==> config.mk <==
export PLATFORM = sky130hd
export DESIGN_NAME = cnn_layer_accel_job_driver
export DESIGN_NICKNAME = d
export VERILOG_FILES = /design/src/rtl/cnn_layer_accel_job_driver.sv
export SDC_FILE = /design/constraint.sdc
export NUM_CORES = 1
export LEC_CHECK = 0
export BUFFER_PORTS_ARGS = -buffer_cell sky130_fd_sc_hd__buf_2
export CORE_MARGIN = 2
export CORE_UTILIZATION = 50
export CTS_CLUSTER_SIZE = 8
export DETAILED_ROUTE_END_ITERATION = 12
export PLACE_DENSITY = 0.76
export SYNTH_ARGS = -nofsm -noshare
export SYNTH_HDL_FRONTEND = slang
export SYNTH_SLANG_ARGS = --single-unit
export TNS_END_PERCENT = 1
==> constraint.sdc <==
create_clock -name clk_if -period 9.8 [get_ports clk_if]
set_input_delay 0.98 -clock clk_if [delete_from_list [all_inputs] [get_ports clk_if]]
set_output_delay 0.98 -clock clk_if [all_outputs]
set_load 0.05 [all_outputs]
==> src/rtl/cnn_layer_accel_job_driver.sv <==
// Host-side job driver for one cnn_layer_accel_quad job.
// Takes a job descriptor, raises job_start, answers each row fetch request
// by streaming one row of pixel vectors out of a linear input-map memory,
// and closes the job with job_complete_ack / job_done.
module cnn_layer_accel_job_driver #(
  parameter int unsigned C_PIXEL_WIDTH  = 16,
  parameter int unsigned C_NUM_CHANNELS = 8,
  parameter int unsigned C_ADDR_WIDTH   = 20,
  parameter int unsigned C_DIM_WIDTH    = 10
) (
  input  logic                                    clk_if,
  input  logic                                    rst,
  input  logic                                    cmd_valid,
  output logic                                    cmd_ready,
  input  logic [C_DIM_WIDTH-1:0]                  cmd_num_rows,
  input  logic [C_DIM_WIDTH-1:0]                  cmd_num_cols,
  input  logic [C_ADDR_WIDTH-1:0]                 cmd_base_addr,
  output logic                                    job_start,
  input  logic                                    job_accept,
  input  logic                                    job_fetch_request,
  output logic                                    job_fetch_ack,
  output logic                                    job_fetch_complete,
  input  logic                                    job_complete,
  output logic                                    job_complete_ack,
  output logic                                    pixel_valid,
  input  logic                                    pixel_ready,
  output logic [C_PIXEL_WIDTH*C_NUM_CHANNELS-1:0] pixel_data,
  output logic                                    mem_rd_en,
  output logic [C_ADDR_WIDTH-1:0]                 mem_rd_addr,
  input  logic [C_PIXEL_WIDTH*C_NUM_CHANNELS-1:0] mem_rd_data,
  output logic                                    job_done,
  output logic                                    err_overfetch
);

  localparam int unsigned C_DATA_WIDTH = C_PIXEL_WIDTH * C_NUM_CHANNELS;

  typedef enum logic [2:0] {
    S_IDLE,
    S_START,
    S_WAIT_REQ,
    S_ACK,
    S_STREAM,
    S_FCOMP,
    S_CACK
  } state_t;

  state_t                  state;
  logic [C_DIM_WIDTH-1:0]  num_rows;
  logic [C_DIM_WIDTH-1:0]  num_cols;
  logic [C_DIM_WIDTH-1:0]  rows_sent;
  logic [C_DIM_WIDTH-1:0]  rd_issued;
  logic [C_DIM_WIDTH-1:0]  beats_sent;
  logic [C_ADDR_WIDTH-1:0] rd_ptr;

  // 2-entry prefetch FIFO fed by the 1-cycle-latency memory
  logic [C_DATA_WIDTH-1:0] fifo_mem [2];
  logic                    fifo_wr_idx;
  logic                    fifo_rd_idx;
  logic [1:0]              fifo_cnt;
  logic                    rd_inflight;

  logic                    pop;
  logic                    issue;
  logic                    rd_phase;
  logic [1:0]              occ_after_pop;

  assign pixel_valid = (fifo_cnt != 2'd0);
  assign pixel_data  = fifo_mem[fifo_rd_idx];
  assign mem_rd_en   = issue;
  assign mem_rd_addr = rd_ptr;

  // Read-issue decision. Issuing already in the ACK cycle and counting the
  // pixel popped this cycle as free is what lets the 2-deep FIFO sustain
  // one pixel per cycle with a 2-cycle startup.
  always_comb begin
    pop           = pixel_valid && pixel_ready;
    rd_phase      = (state == S_ACK) || (state == S_STREAM);
    occ_after_pop = fifo_cnt - {1'b0, pop};
    issue         = rd_phase && (rd_issued < num_cols) &&
                    ((occ_after_pop + {1'b0, rd_inflight}) < 2'd2);
  end

  // Job control FSM with registered handshake outputs and row/read counters
  always_ff @(posedge clk_if) begin
    if (rst) begin
      state              <= S_IDLE;
      cmd_ready          <= 1'b1;
      job_start          <= 1'b0;
      job_fetch_ack      <= 1'b0;
      job_fetch_complete <= 1'b0;
      job_complete_ack   <= 1'b0;
      job_done           <= 1'b0;
      err_overfetch      <= 1'b0;
      num_rows           <= '0;
      num_cols           <= '0;
      rows_sent          <= '0;
      rd_issued          <= '0;
      beats_sent         <= '0;
      rd_ptr             <= '0;
    end else begin
      // Rows are contiguous in memory, so the running pointer left after one
      // row is already the start of the next one.
      if (issue) begin
        rd_ptr    <= rd_ptr + C_ADDR_WIDTH'(1);
        rd_issued <= rd_issued + C_DIM_WIDTH'(1);
      end
      if (pop) begin
        beats_sent <= beats_sent + C_DIM_WIDTH'(1);
      end
      case (state)
        S_IDLE: begin
          if (cmd_valid) begin
            num_rows      <= cmd_num_rows;
            num_cols      <= cmd_num_cols;
            rd_ptr        <= cmd_base_addr;
            rows_sent     <= '0;
            err_overfetch <= 1'b0;
            cmd_ready     <= 1'b0;
            job_start     <= 1'b1;
            state         <= S_START;
          end
        end
        S_START: begin
          if (job_accept) begin
            job_start <= 1'b0;
            state     <= S_WAIT_REQ;
          end
        end
        S_WAIT_REQ: begin
          if (job_complete) begin
            job_complete_ack <= 1'b1;
            job_done         <= 1'b1;
            state            <= S_CACK;
          end else if (job_fetch_request) begin
            if (rows_sent < num_rows) begin
              job_fetch_ack <= 1'b1;
              rd_issued     <= '0;
              beats_sent    <= '0;
              state         <= S_ACK;
            end else begin
              err_overfetch <= 1'b1;
            end
          end
        end
        S_ACK: begin
          job_fetch_ack <= 1'b0;
          state         <= S_STREAM;
        end
        S_STREAM: begin
          if (pop && (beats_sent == num_cols - C_DIM_WIDTH'(1))) begin
            job_fetch_complete <= 1'b1;
            state              <= S_FCOMP;
          end
        end
        S_FCOMP: begin
          job_fetch_complete <= 1'b0;
          rows_sent          <= rows_sent + C_DIM_WIDTH'(1);
          state              <= S_WAIT_REQ;
        end
        S_CACK: begin
          job_complete_ack <= 1'b0;
          job_done         <= 1'b0;
          cmd_ready        <= 1'b1;
          state            <= S_IDLE;
        end
        default: state <= S_IDLE;
      endcase
    end
  end

  // Prefetch FIFO: capture returning read data, advance head on transfer
  always_ff @(posedge clk_if) begin
    if (rst) begin
      rd_inflight <= 1'b0;
      fifo_cnt    <= '0;
      fifo_wr_idx <= 1'b0;
      fifo_rd_idx <= 1'b0;
      fifo_mem[0] <= '0;
      fifo_mem[1] <= '0;
    end else begin
      rd_inflight <= issue;
      if (rd_inflight) begin
        fifo_mem[fifo_wr_idx] <= mem_rd_data;
        fifo_wr_idx           <= ~fifo_wr_idx;
      end
      if (pop) begin
        fifo_rd_idx <= ~fifo_rd_idx;
      end
      fifo_cnt <= fifo_cnt + {1'b0, rd_inflight} - {1'b0, pop};
    end
  end

endmodule

## Word level (Yosys, flattened, before mapping)

Memories as Yosys holds them, arrays and structs flattened. A register that Yosys moved wholly into a read port is not among the register bits.
Cells that the tools add are included.

- Register bits after elaboration: 84
- Memory bits (writable): 256
- Bits of input ports: 175
- Output and inout port bits: 157
- Logic and storage cells: 122
- Memories kept: 1

- Add/sub/neg operators: 9
- Magnitude comparators: 3
- Eq/ne operators: 17
- Mux-type cells: 49
- Bitwise operators: 2
- Reduce and logical (&&, ||, !) cells: 24

Memory list:

| memory | words | bits a word | rd ports | clocked after Yosys merged registers in | write ports | line | source |
|---|---|---|---|---|---|---|---|
| fifo_mem | 2 | 128 | 1 | 1 | 2 | 56 | `logic [C_DATA_WIDTH-1:0] fifo_mem [2];` |

Operators with widths:

| cell | count |
|---|---|
| 128-bit 2-to-1 mux | 1 |
| 128-bit OR reduction | 1 |
| 10-bit 2-to-1 mux | 11 |
| 20-bit 2-to-1 mux | 3 |
| 10-bit by 1-bit adder with 10-bit output (second input constant) | 3 |
| 20-bit by 1-bit adder with 20-bit output (second input constant) | 1 |
| 10-bit less-than comparator | 2 |
| 1-bit 2-to-1 mux | 20 |
| 10-bit case mux with 2 select lines | 1 |
| 3-bit 2-to-1 mux | 6 |
| 3-bit case mux with 6 select lines | 1 |
| 2-bit nonzero test | 8 |
| 2-bit != test (second input constant) | 7 |
| 1-bit case mux with 2 select lines | 6 |
| 10-bit == test | 1 |
| 2-bit AND reduction | 5 |
| 5-bit AND reduction | 2 |
| 10-bit by 1-bit subtractor with 10-bit output (second input constant) | 1 |
| 3-bit == test (second input constant) | 3 |
| 3-bit by 2-bit == test with 1-bit output (second input constant) | 2 |
| 3-bit != test (second input constant) | 2 |
| 2-bit by 1-bit adder with 2-bit output | 2 |
| 1-bit logical AND | 4 |
| 4-bit AND reduction | 1 |
| other kinds (8) | 10 |

## Depth between registers and ports, before layout

Gate-level depths: netlist (run 1).

- Depth after elaboration: 11
- Depth in mapped cells: 13
- Gate-level depth less buffers: 12

## Worst setup path before layout (run 1)

Ideal clock, no wire load.

- Path kind: reg2reg
- Start: register rd_inflight
- End: memory fifo_mem[0][0] in the netlist's numbering, enable pin
- Library setup time: 0.642 ns
- Data arrival time: 6.299 ns
- Required time: 9.158 ns
- Path slack: 2.859 ns
- Cell stages (with the launch flop): 3
- Buffers on the path: 0
- Period minus slack after synthesis: 6.941 ns
- Path through: dfxtp_1 > inv_1 > o21bai_1

RTL lines:

| what | line | source |
|---|---|---|
| start, declared | 60 | `logic rd_inflight;` |
| start signal, assigned | 181 | `rd_inflight <= issue;` |
| end, declared | 56 |  |

## Final worst setup path (run 1)

- Start: input port pixel_ready
- End: output port mem_rd_en

- Cells in the longest elaborated chain, start to end: 5

Ends and longest elaborated chain:

| what | line | source |
|---|---|---|
| start, declared | 26 | `input logic pixel_ready,` |
| 1-bit logical AND | 76 | `pop = pixel_valid && pixel_ready;` |
| net pop | 62 | `logic pop;` |
| 2-bit by 1-bit subtractor with 2-bit output | 78 | `occ_after_pop = fifo_cnt - {1'b0, pop};` |
| 2-bit by 1-bit adder with 2-bit output | 80 | `((occ_after_pop + {1'b0, rd_inflight}) < 2'd2);` |
| 2-bit less-than comparator | 80 |  |
| 1-bit logical AND | 79 | `issue = rd_phase && (rd_issued < num_cols) &&` |
| end, declared | 28 | `output logic mem_rd_en,` |

The timed path passes the listed nets, and every way through them passes these cells.

==> results.cfg, run 1 <==
[global_routing]
grt_max_degree = 81
grt_pass1_vias = 10800
antenna_found_initial = 11
grt_usage_pct = 21.7
grt_pass1_wl_um = 57200
grt_overflow = 0

[pwr]
swShare_pct = 36.2
seqPwrFrac_pct = 38.1
internal-power_w = 0.00300
ir_drop_mv = 0.149
power.switching_w = 0.00170
power.leakage_nw = 7.66
clock_power_share_pct = 31.1
power_density_mw_per_mm2 = 249
pwr-share-comb_pct = 30.7

[clock_tree]
cts_buffer_depth = 3
cts_resized = 0
clkTransAtPathRegs_ns = 0.05
cts_tree = done
cts_root_buffer = clkbuf_16
postCtsSetupBuffers = 0
cts.sinks = 341
clock_latency_ns = 0.54
cts_buffers = 48
cts_htree_levels = 2
cts_hold_buffers = 0

[sta]
setup_tns_ns = 0
max_freq_ghz = 0.212
fin_crit_ns = 4.71
finalMaxSlewViolations = 0
slew_headroom_pct = 27.7
fin_crit_sh_pct = 48.1
finClkSkew_ns = 0.0169
rsz0062_at_grt = false
fin_hold_ws_ns = 0.454
tightest_slew_ns = 1.08
finalHoldViolations = 0
final-setup-viol-count = 0

[synthesis]
synthArstFlopShare_pct = 0
synth_nets = 1455
synth_edf_count = 256
synth_warnings = 0
ys_ff_latch = 341
yosysUniqueCellTypes = 54
syn_inst = 1255
avgSynthCellArea_um2 = 12.4
seq_area_frac_synth_pct = 60.5
ys.flop_type = edfxtp_1
syn_area_mm2 = 0.0155

[layout]
fin_nets = 1776
final_area_mm2 = 0.0188
area_growth_pct = 21.4
stdcell_count = 1995
layout-drive-gt1-share_pct = 34.6

[worst_setup_path]
cp_slowest_cell = a21o_1
crit_fanout = 19
end_kind = output port
slowest_delay_ns = 0.47
crit_path_cell_trace = buf_2 -> o21ai_1 -> inv_1 -> ha_1 -> inv_1 -> ha_1 -> xor2_1 -> xnor2_1 -> o211ai_4 -> a21o_1 -> clkinv_1 -> buf_2
path_buf_inv = 5
startpoint_type = input port
cp.arrival_ns = 3.73
critPathKind = in2out
critPathRequiredTime_ns = 8.82
crit_family = compound AO/OA/AOI/OAI gates

[placed_design]
place_area_mm2 = 0.0175
finalWeightedCongestion = 0.819
hpwl_um = 23800
portBuffers = 331
dp.cells = 1922

[routing]
drt_pass1_iterations = 5
routed_wl_um = 36300
drt-wirelength-per-cell_um = 18.2
drt_iter0_drc = 828
drc = 0
vias_per_cell = 5.33
final_antenna_net_count = 0
num_vias = 10600

[die]
die_x_um = 180
die_area_mm2 = 0.0325
start_util_pct = 50.7
placementRows = 64
die_y_um = 180
floorplan.core_area_mm2 = 0.0306
ioPinCount = 332

[min_path]
min_path_type = reg2reg

[outcome]
status = completed

[flow_run]
cap_violations = 0
## layout make-up
cell class / instances / area (um2)
multi-input cells: 804 / 5730
fillers: 2432 / 11700
repair buffers: 344 / 1750
inverters: 37 / 139
flip-flops and latches: 341 / 9390
clock inverters: 3 / 43.8
clock buffers: 59 / 1260
well taps: 396 / 495
diodes: 11 / 27.5
## through the flow
stage	worst slack (ns)	power (W)	utilization [%]
3_5_place_dp	5.06	0.00326	57.3
3_3_place_gp	5.11	0.00324	57.3
4_1_cts	5.06	0.00473	61.5
6_report	5.09	0.00470	61.6
5_1_grt	4.82	0.00488	61.6
2_1_floorplan	2.86	0.00292	-
## cell usage after synthesis, drive strengths merged, types with 3 or more instances
master | number | share of area, %
or2 | 3 | 0.12
a2111oi | 12 | 0.96
o211ai | 3 | 0.23
ha | 25 | 2.0
xnor2 | 33 | 1.9
a311oi | 11 | 0.62
nor3 | 8 | 0.26
xor2 | 8 | 0.45
nand4 | 11 | 0.44
inv | 36 | 0.87
a31o | 5 | 0.28
clkbuf | 68 | 1.6
nand3b | 4 | 0.19
and2 | 257 | 10
dfxtp | 85 | 11
a211oi | 19 | 0.92
edfxtp | 256 | 50
nand2 | 75 | 1.8
a21oi | 46 | 1.5
and3 | 13 | 0.52
mux2 | 131 | 9.5
o31ai | 6 | 0.29
buf | 5 | 0.25
a31oi | 5 | 0.20
nand3 | 19 | 0.61
nor4 | 4 | 0.16
a21o | 3 | 0.15
o21ai | 11 | 0.35
or4 | 6 | 0.29
nor2 | 67 | 1.6
## cell usage in the layout (no fill, tap or decap), types with 36 or more instances in the layout
cell type and n:
nand2_1 75, nor2_1 67, inv_1 36, clkbuf_16 49, edfxtp_1 256, and2_1 257
dfxtp_1 84, buf_2 331, a21oi_1 45, mux2_2 131
## cells by family after synthesis
kind of cell / count (synthesis) / share of synthesized area (%)
adder cells (fa/ha/maj): 25 / 2.02
XOR/XNOR: 41 / 2.31
AND/OR/NAND/NOR: 476 / 16.8
buffers and inverters: 110 / 2.79
AO/OA/AOI/OAI: 131 / 6.05
multiplexers: 131 / 9.50
flip-flops: 341 / 60.5
## flip-flops by register name (all words and copies together) (netlist names), named ones only
register and cells:
fifo_mem 256, mem_rd_addr 20, beats_sent 10, num_cols 10, num_rows 10, rd_issued 10, rows_sent 10, state 3
fifo_cnt 2, cmd_ready 1, err_overfetch 1, fifo_rd_idx 1, fifo_wr_idx 1, job_done 1, job_fetch_ack 1, job_fetch_complete 1
job_start 1, rd_inflight 1
## power by group through the flow
stage	registers, W	clock network, W	logic (W)
after floorplan	0.00186	0	0.00107
after global placement	0.00181	0	0.00143
after detailed placement	0.00182	0	0.00144
after CTS	0.00179	0.00149	0.00145
after global routing	0.00181	0.00155	0.00152
final	0.00179	0.00146	0.00144
## worst reg2reg max path: cells and delay by family, from the launching register on
kind	cells	cell delay (ns)
adders and majority gates	2	0.49
xor gates and xnor gates	2	0.44
and+or+nand+nor	1	0.56
AOI/OAI and AO/OA	4	1.33
buffers and inverters	2	0.20
DFF	1	0.32
## path summary, 6_finish.rpt
path,start,end,slack [ns],cells after the start
min reg2reg,num_rows[3]$_SDFFE_PP0P_,num_rows[3]$_SDFFE_PP0P_,0.45,2
min,num_rows[3]$_SDFFE_PP0P_,num_rows[3]$_SDFFE_PP0P_,0.45,2
max,pixel_ready,mem_rd_en,5.09,12
max reg2reg,fifo_cnt[1]$_SDFF_PP0_,mem_rd_addr[9]$_SDFF_PP0_,6.38,11
## routing by layer
metal / up-vias / part of all wire [%] / GRT usage, %
li1: 5091 / - / -
met1: 5098 / 41 / 27.9
met2: 362 / 49 / 36.1
met3: 80 / 6.4 / 4.28
met4: 2 / 3.7 / 9.16
met5: - / 0.019 / 0
(Power assumes the default switching activity.)
==> inputs of run 2 (changes only) <==
==> constraint.sdc (replaced) <==
create_clock -name clk_if -period 4.5 [get_ports clk_if]
set_input_delay 0.45 -clock clk_if [delete_from_list [all_inputs] [get_ports clk_if]]
set_output_delay 0.45 -clock clk_if [all_outputs]
set_load 0.05 [all_outputs]
==> run 2 against run 1 <==
Core utilization rose by 0.074 points. Critical path depth decreased by 1. Worst hold slack worse by 0.30 ns. Clock power grew 120%. Combinational power is 120% higher. Sequential share of layout area fell by 0.059 points. Critical endpoint unchanged. Largest cell class unchanged. Largest power group unchanged.
==> results.cfg, run 2 (synthesis results as in run 1) <==
[outcome]
status = completed

[sta]
final-setup-viol-count = 0
fin_crit_ns = 4.02
slew_headroom_pct = 26.8
fin_crit_sh_pct = 89.3
rsz0062_at_grt = false
finalMaxSlewViolations = 0
finClkSkew_ns = 0.00953
tightest_slew_ns = 1.10
max_freq_ghz = 0.249
finalHoldViolations = 0
setup_tns_ns = 0

[worst_setup_path]
end_kind = output port
reg2reg_depth = 11
critPathKind = reg2out
cp.arrival_ns = 3.57
rr_endpoint = mem_rd_addr[8]$_SDFF_PP0_
startpoint_type = register
crit_fanout = 19
critPathRequiredTime_ns = 4.05
r2r_start = fifo_cnt[1]$_SDFF_PP0_
reg2reg_setup_slack_ns = 1.02

[pwr]
ir_drop_mv = 0.272
total_power_w = 0.0102
power_density_mw_per_mm2 = 543
power.leakage_nw = 7.67

[clock_tree]
cts_root_buffer = clkbuf_16
cts.sinks = 341
cts_buffer_depth = 3
clkTransAtPathRegs_ns = 0.05
clock_latency_ns = 0.53
cts_htree_levels = 2
cts_buffers = 48
cts_tree = done

[routing]
drc = 0
drt_iter0_drc = 623
final_antenna_net_count = 0
vias_per_cell = 5.37
drt_pass1_iterations = 5
drt-wirelength-per-cell_um = 18.2
routed_wl_um = 36400
num_vias = 10700

[layout]
regMostFlops = fifo_mem
layout-drive-gt1-share_pct = 34.7
stdcell_count = 1998
layout_common_cells = buf_2 (331), and2_1 (257), edfxtp_1 (256)
fin_nets = 1778
area_growth_pct = 21.6
largest_reg_flops = 256
layout_commonest_cell = buf_2

[min_path]
min_path_type = in2reg
min_from = cmd_num_cols[5]
holdPathStages = 3
hold_path_end = num_cols[5]$_SDFFE_PP0P_

[die]
die_y_um = 180
ioPinCount = 332
start_util_pct = 50.7
die_x_um = 180
die_area_mm2 = 0.0325
floorplan.core_area_mm2 = 0.0306
placementRows = 64

[placed_design]
hpwl_um = 23600
portBuffers = 331
finalWeightedCongestion = 0.820
dp.cells = 1924

[global_routing]
grtUsageMet1_pct = 28.1
grt_pass1_vias = 10600
grt_usage_pct = 21.7
grt_overflow = 0
grtUsageMet2_pct = 36.3
grt_busiest_layer = met2
antenna_found_initial = 10
grt_max_degree = 77
grt_pass1_wl_um = 56800
met3_usage_pct = 4.10

[flow_run]
cap_violations = 0
[run 2: cell types whose count changed in the layout (fill, tap and decap cells not counted), moves of 2 or more]
cell	before	now
inv_6	0	2
diode_2	11	9
inv_16	2	0
clkbuf_1	10	13
[run 2: critical path: stages (launching register included)]
cell and delay, ns:
dfxtp_1 0.32, o21ai_1 0.43, inv_1 0.17, ha_1 0.31, inv_1 0.04, ha_1 0.18
xor2_1 0.16, xnor2_1 0.31, o211ai_4 0.26, a21o_2 0.38, clkinv_1 0.19, buf_2 0.29
[run 2: power by group]
group / leakage (nW) / switching (W) / internal [W]
combinational: 3.70 / 0.00221 / 0.000932
sequential: 3.34 / 0.000251 / 0.00366
clock: 0.635 / 0.00123 / 0.00196
[run 2: area by class of cell]
class | instances | area, um2
Inverter | 37 | 139
Sequential cell | 341 | 9390
Multi-Input combinational cell | 804 | 5730
Fill cell | 2416 | 11700
Clock buffer | 63 | 1290
Clock inverter | 2 | 17.5
Timing Repair Buffer | 346 | 1780
Tap cell | 396 | 495
Antenna cell | 9 | 22.5
[run 2: how the worst max path moves through the flow]
stage	startpoint	slack, ns	depth (start not counted)	to
CTS	fifo_cnt[1]$_SDFF_PP0_	0.24	11	mem_rd_en
global route	fifo_cnt[1]$_SDFF_PP0_	0.20	11	mem_rd_en
detailed placement	pixel_ready	0.72	12	mem_rd_en
global placement	pixel_ready	0.87	12	mem_rd_en
finish	fifo_cnt[1]$_SDFF_PP0_	0.48	11	mem_rd_en
floorplan	rd_inflight$_SDFF_PP0_	0.30	2	fifo_mem[0][0]$_SDFFCE_PN0P_
[run 2: metal layers]
metal | part of all wire (%) | wire [um] | up-vias
li1 | - | - | 5097
met1 | 41 | 14900 | 5174
met2 | 49 | 17900 | 386
met3 | 6.7 | 2440 | 70
met4 | 3.2 | 1160 | 2
met5 | 0.033 | 12 | -
[run 2: stage by stage]
step	utilization, %	hold slack [ns]	setup slack [ns]	cell area, um2
after global routing	61.7	0.148	0.198	18900
final	61.7	0.152	0.482	18900
after detailed placement	57.3	0.451	0.724	17500
after CTS	61.6	0.139	0.241	18800
after floorplan	-	0.436	0.297	15500
after global placement	57.3	0.446	0.868	17500
[run 2: what timing repair did]
item                       in CTS  in global routing
hold buffers                    0                  0
setup buffers                   0                  0
resized for setup               0                  1
setup endpoints to repair       0                  1
==> inputs of run 3 (changes only) <==
--- a/config.mk
+++ b/config.mk
@@ -11,6 +11,7 @@
 export CTS_CLUSTER_SIZE = 8
 export DETAILED_ROUTE_END_ITERATION = 12
 export PLACE_DENSITY = 0.76
+export RECOVER_POWER = 25
 export SYNTH_ARGS = -nofsm -noshare
 export SYNTH_HDL_FRONTEND = slang
 export SYNTH_SLANG_ARGS = --single-unit
==> run 3 against run 2 <==
The run now ends with capacitance limit, slew limit left. Sequential power barely moved. Critical path type is now in2reg. Global-route usage unchanged. Worst hold slack barely moved. Non-clock buffer count unchanged. Highest routed layer unchanged. Sequential cell count did not move. Fmax down 1.3%. Die area is the same. Sequential share of layout area up 0.089 points.
==> results.cfg, run 3 (synthesis results as in run 1) <==
[clock_tree]
cts_htree_levels = 2
clock_latency_ns = 0.53
clkTransAtPathRegs_ns = 0.05
cts.sinks = 341
cts_buffers = 48
cts_hold_buffers = 0
cts_buffer_depth = 3
cts_root_buffer = clkbuf_16
postCtsSetupBuffers = 0
cts_tree = done

[routing]
routed_wl_um = 36500
drc = 0
vias_per_cell = 5.38
drt_pass1_iterations = 4
final_antenna_net_count = 0
drt_iter0_drc = 630
num_vias = 10700
drt-wirelength-per-cell_um = 18.3

[global_routing]
grt_pass1_vias = 10600
grt_pass1_wl_um = 56800
grt_overflow = 0
antenna_found_initial = 10
grt_usage_pct = 21.7
grt_max_degree = 77

[worst_setup_path]
endpoint = fifo_mem[1][101]$_SDFFCE_PN0P_
startpoint_type = input port
reg2reg_setup_slack_ns = 0.87
r2r_start = fifo_wr_idx$_SDFFE_PP0P_
cp.arrival_ns = 4.25
reg2reg_depth = 4
crit_fanout = 70
critPathLaunch = rst
critPathRequiredTime_ns = 4.68
critPathKind = in2reg
end_kind = register
rr_endpoint = fifo_mem[1][98]$_SDFFCE_PN0P_

[pwr]
power.leakage_nw = 7.54
pwr-share-comb_pct = 30.7
clock_power_share_pct = 31.1
ir_drop_mv = 0.274
internal-power_w = 0.00655
seqPwrFrac_pct = 38.2
power.switching_w = 0.00369
power_density_mw_per_mm2 = 544
swShare_pct = 36.1

[sta]
finalMaxSlewViolations = 132
finalHoldViolations = 0
finClkSkew_ns = 0.00865
fin_crit_ns = 4.07
setup_tns_ns = 0
max_freq_ghz = 0.246
tightest_slew_ns = 3.14
final-setup-viol-count = 0
fin_crit_sh_pct = 90.4
rsz0062_at_grt = false
slew_headroom_pct = -109

[placed_design]
portBuffers = 331
finalWeightedCongestion = 0.820
hpwl_um = 23600
dp.cells = 1924

[layout]
multi_input_area_mm2 = 0.00572
largest_reg_flops = 256
stdcell_count = 1998
fin_nets = 1778
area_growth_pct = 21.4
layout_commonest_cell = buf_2
layout-drive-gt1-share_pct = 33.9
regMostFlops = fifo_mem
ff_latch_area_mm2 = 0.00939
fill_cells = 2427
layout_common_cells = buf_2 (322), edfxtp_1 (256), and2_1 (175)

[die]
ioPinCount = 332
die_x_um = 180
floorplan.core_area_mm2 = 0.0306
placementRows = 64
start_util_pct = 50.7
die_y_um = 180
die_area_mm2 = 0.0325

[outcome]
violations = capacitance limit, slew limit
status = finished, violations left

[flow_run]
cap_violations = 2

[min_path]
holdPathStages = 3
min_path_type = in2reg
-- run 3: cell types whose count changed in the layout (fill, tap and decap cells not counted) --
cell	delta
buf_2	-9
buf_4	-4
and2_0	+82
clkbuf_1	+11
and2_1	-82
nor3b_1	+1
nor3_1	+1
nor3_2	-1
nor3b_2	-1
clkbuf_2	+2
-- run 3: cell type report --
type,instances,share of cell area (%)
well taps,396,2.63
inverters,37,0.737
repair buffers,346,9.33
multi-input cells,804,30.4
clock inverters,2,0.0930
flip-flops and latches,341,49.9
diodes,9,0.120
clock buffers,63,6.84
-- run 3: worst max-delay path, cell delays in order --
cell	delay, ns
buf_2	0.09
clkbuf_1	2.22
or2_4	0.90
buf_4	0.51
-- run 3: power groups by stage --
stage	registers, W	logic, W	clock network [W]
2_1_floorplan	0.00403	0.00233	0
3_3_place_gp	0.00395	0.00311	0
3_5_place_dp	0.00397	0.00314	0
4_1_cts	0.00391	0.00315	0.00325
5_1_grt	0.00395	0.00331	0.00339
6_report	0.00391	0.00314	0.00319
-- run 3: metal layers --
layer / track usage, % / routed length, um / up-vias
met5: 0 / 12 / -
met4: 8.71 / 1220 / 2
met3: 4.10 / 2480 / 72
met2: 36.3 / 17800 / 376
met1: 28.1 / 15000 / 5190
li1: - / - / 5101
-- run 3: how the worst min path moves through the flow --
| stage | slack (ns) | from | end |
|---|---|---|---|
| 6_report | 0.15 | cmd_num_cols[5] | num_cols[5]$_SDFFE_PP0P_ |
| 5_1_grt | 0.15 | cmd_num_cols[6] | num_cols[6]$_SDFFE_PP0P_ |
| 4_1_cts | 0.14 | cmd_num_cols[5] | num_cols[5]$_SDFFE_PP0P_ |
| 3_5_place_dp | 0.45 | num_rows[9]$_SDFFE_PP0P_ | num_rows[9]$_SDFFE_PP0P_ |
| 3_3_place_gp | 0.45 | num_rows[6]$_SDFFE_PP0P_ | num_rows[6]$_SDFFE_PP0P_ |
| 2_1_floorplan | 0.44 | num_rows[1]$_SDFFE_PP0P_ | num_rows[1]$_SDFFE_PP0P_ |
-- run 3: stage by stage --
stage	area, um2	worst slack [ns]	hold slack, ns	utilization [%]	power, W
2_1_floorplan	15500	0.297	0.436	-	0.00635
3_3_place_gp	17500	0.868	0.446	57.3	0.00706
3_5_place_dp	17500	0.724	0.451	57.3	0.00711
4_1_cts	18800	0.241	0.139	61.6	0.0103
5_1_grt	18800	0.139	0.148	61.6	0.0107
6_report	18800	0.430	0.152	61.6	0.0102
-- run 3: what timing repair did --
item                                    in CTS  in global routing
hold endpoints to repair                     0                  0
endpoints found under the setup margin       0                  1
resized for setup                            0                  1
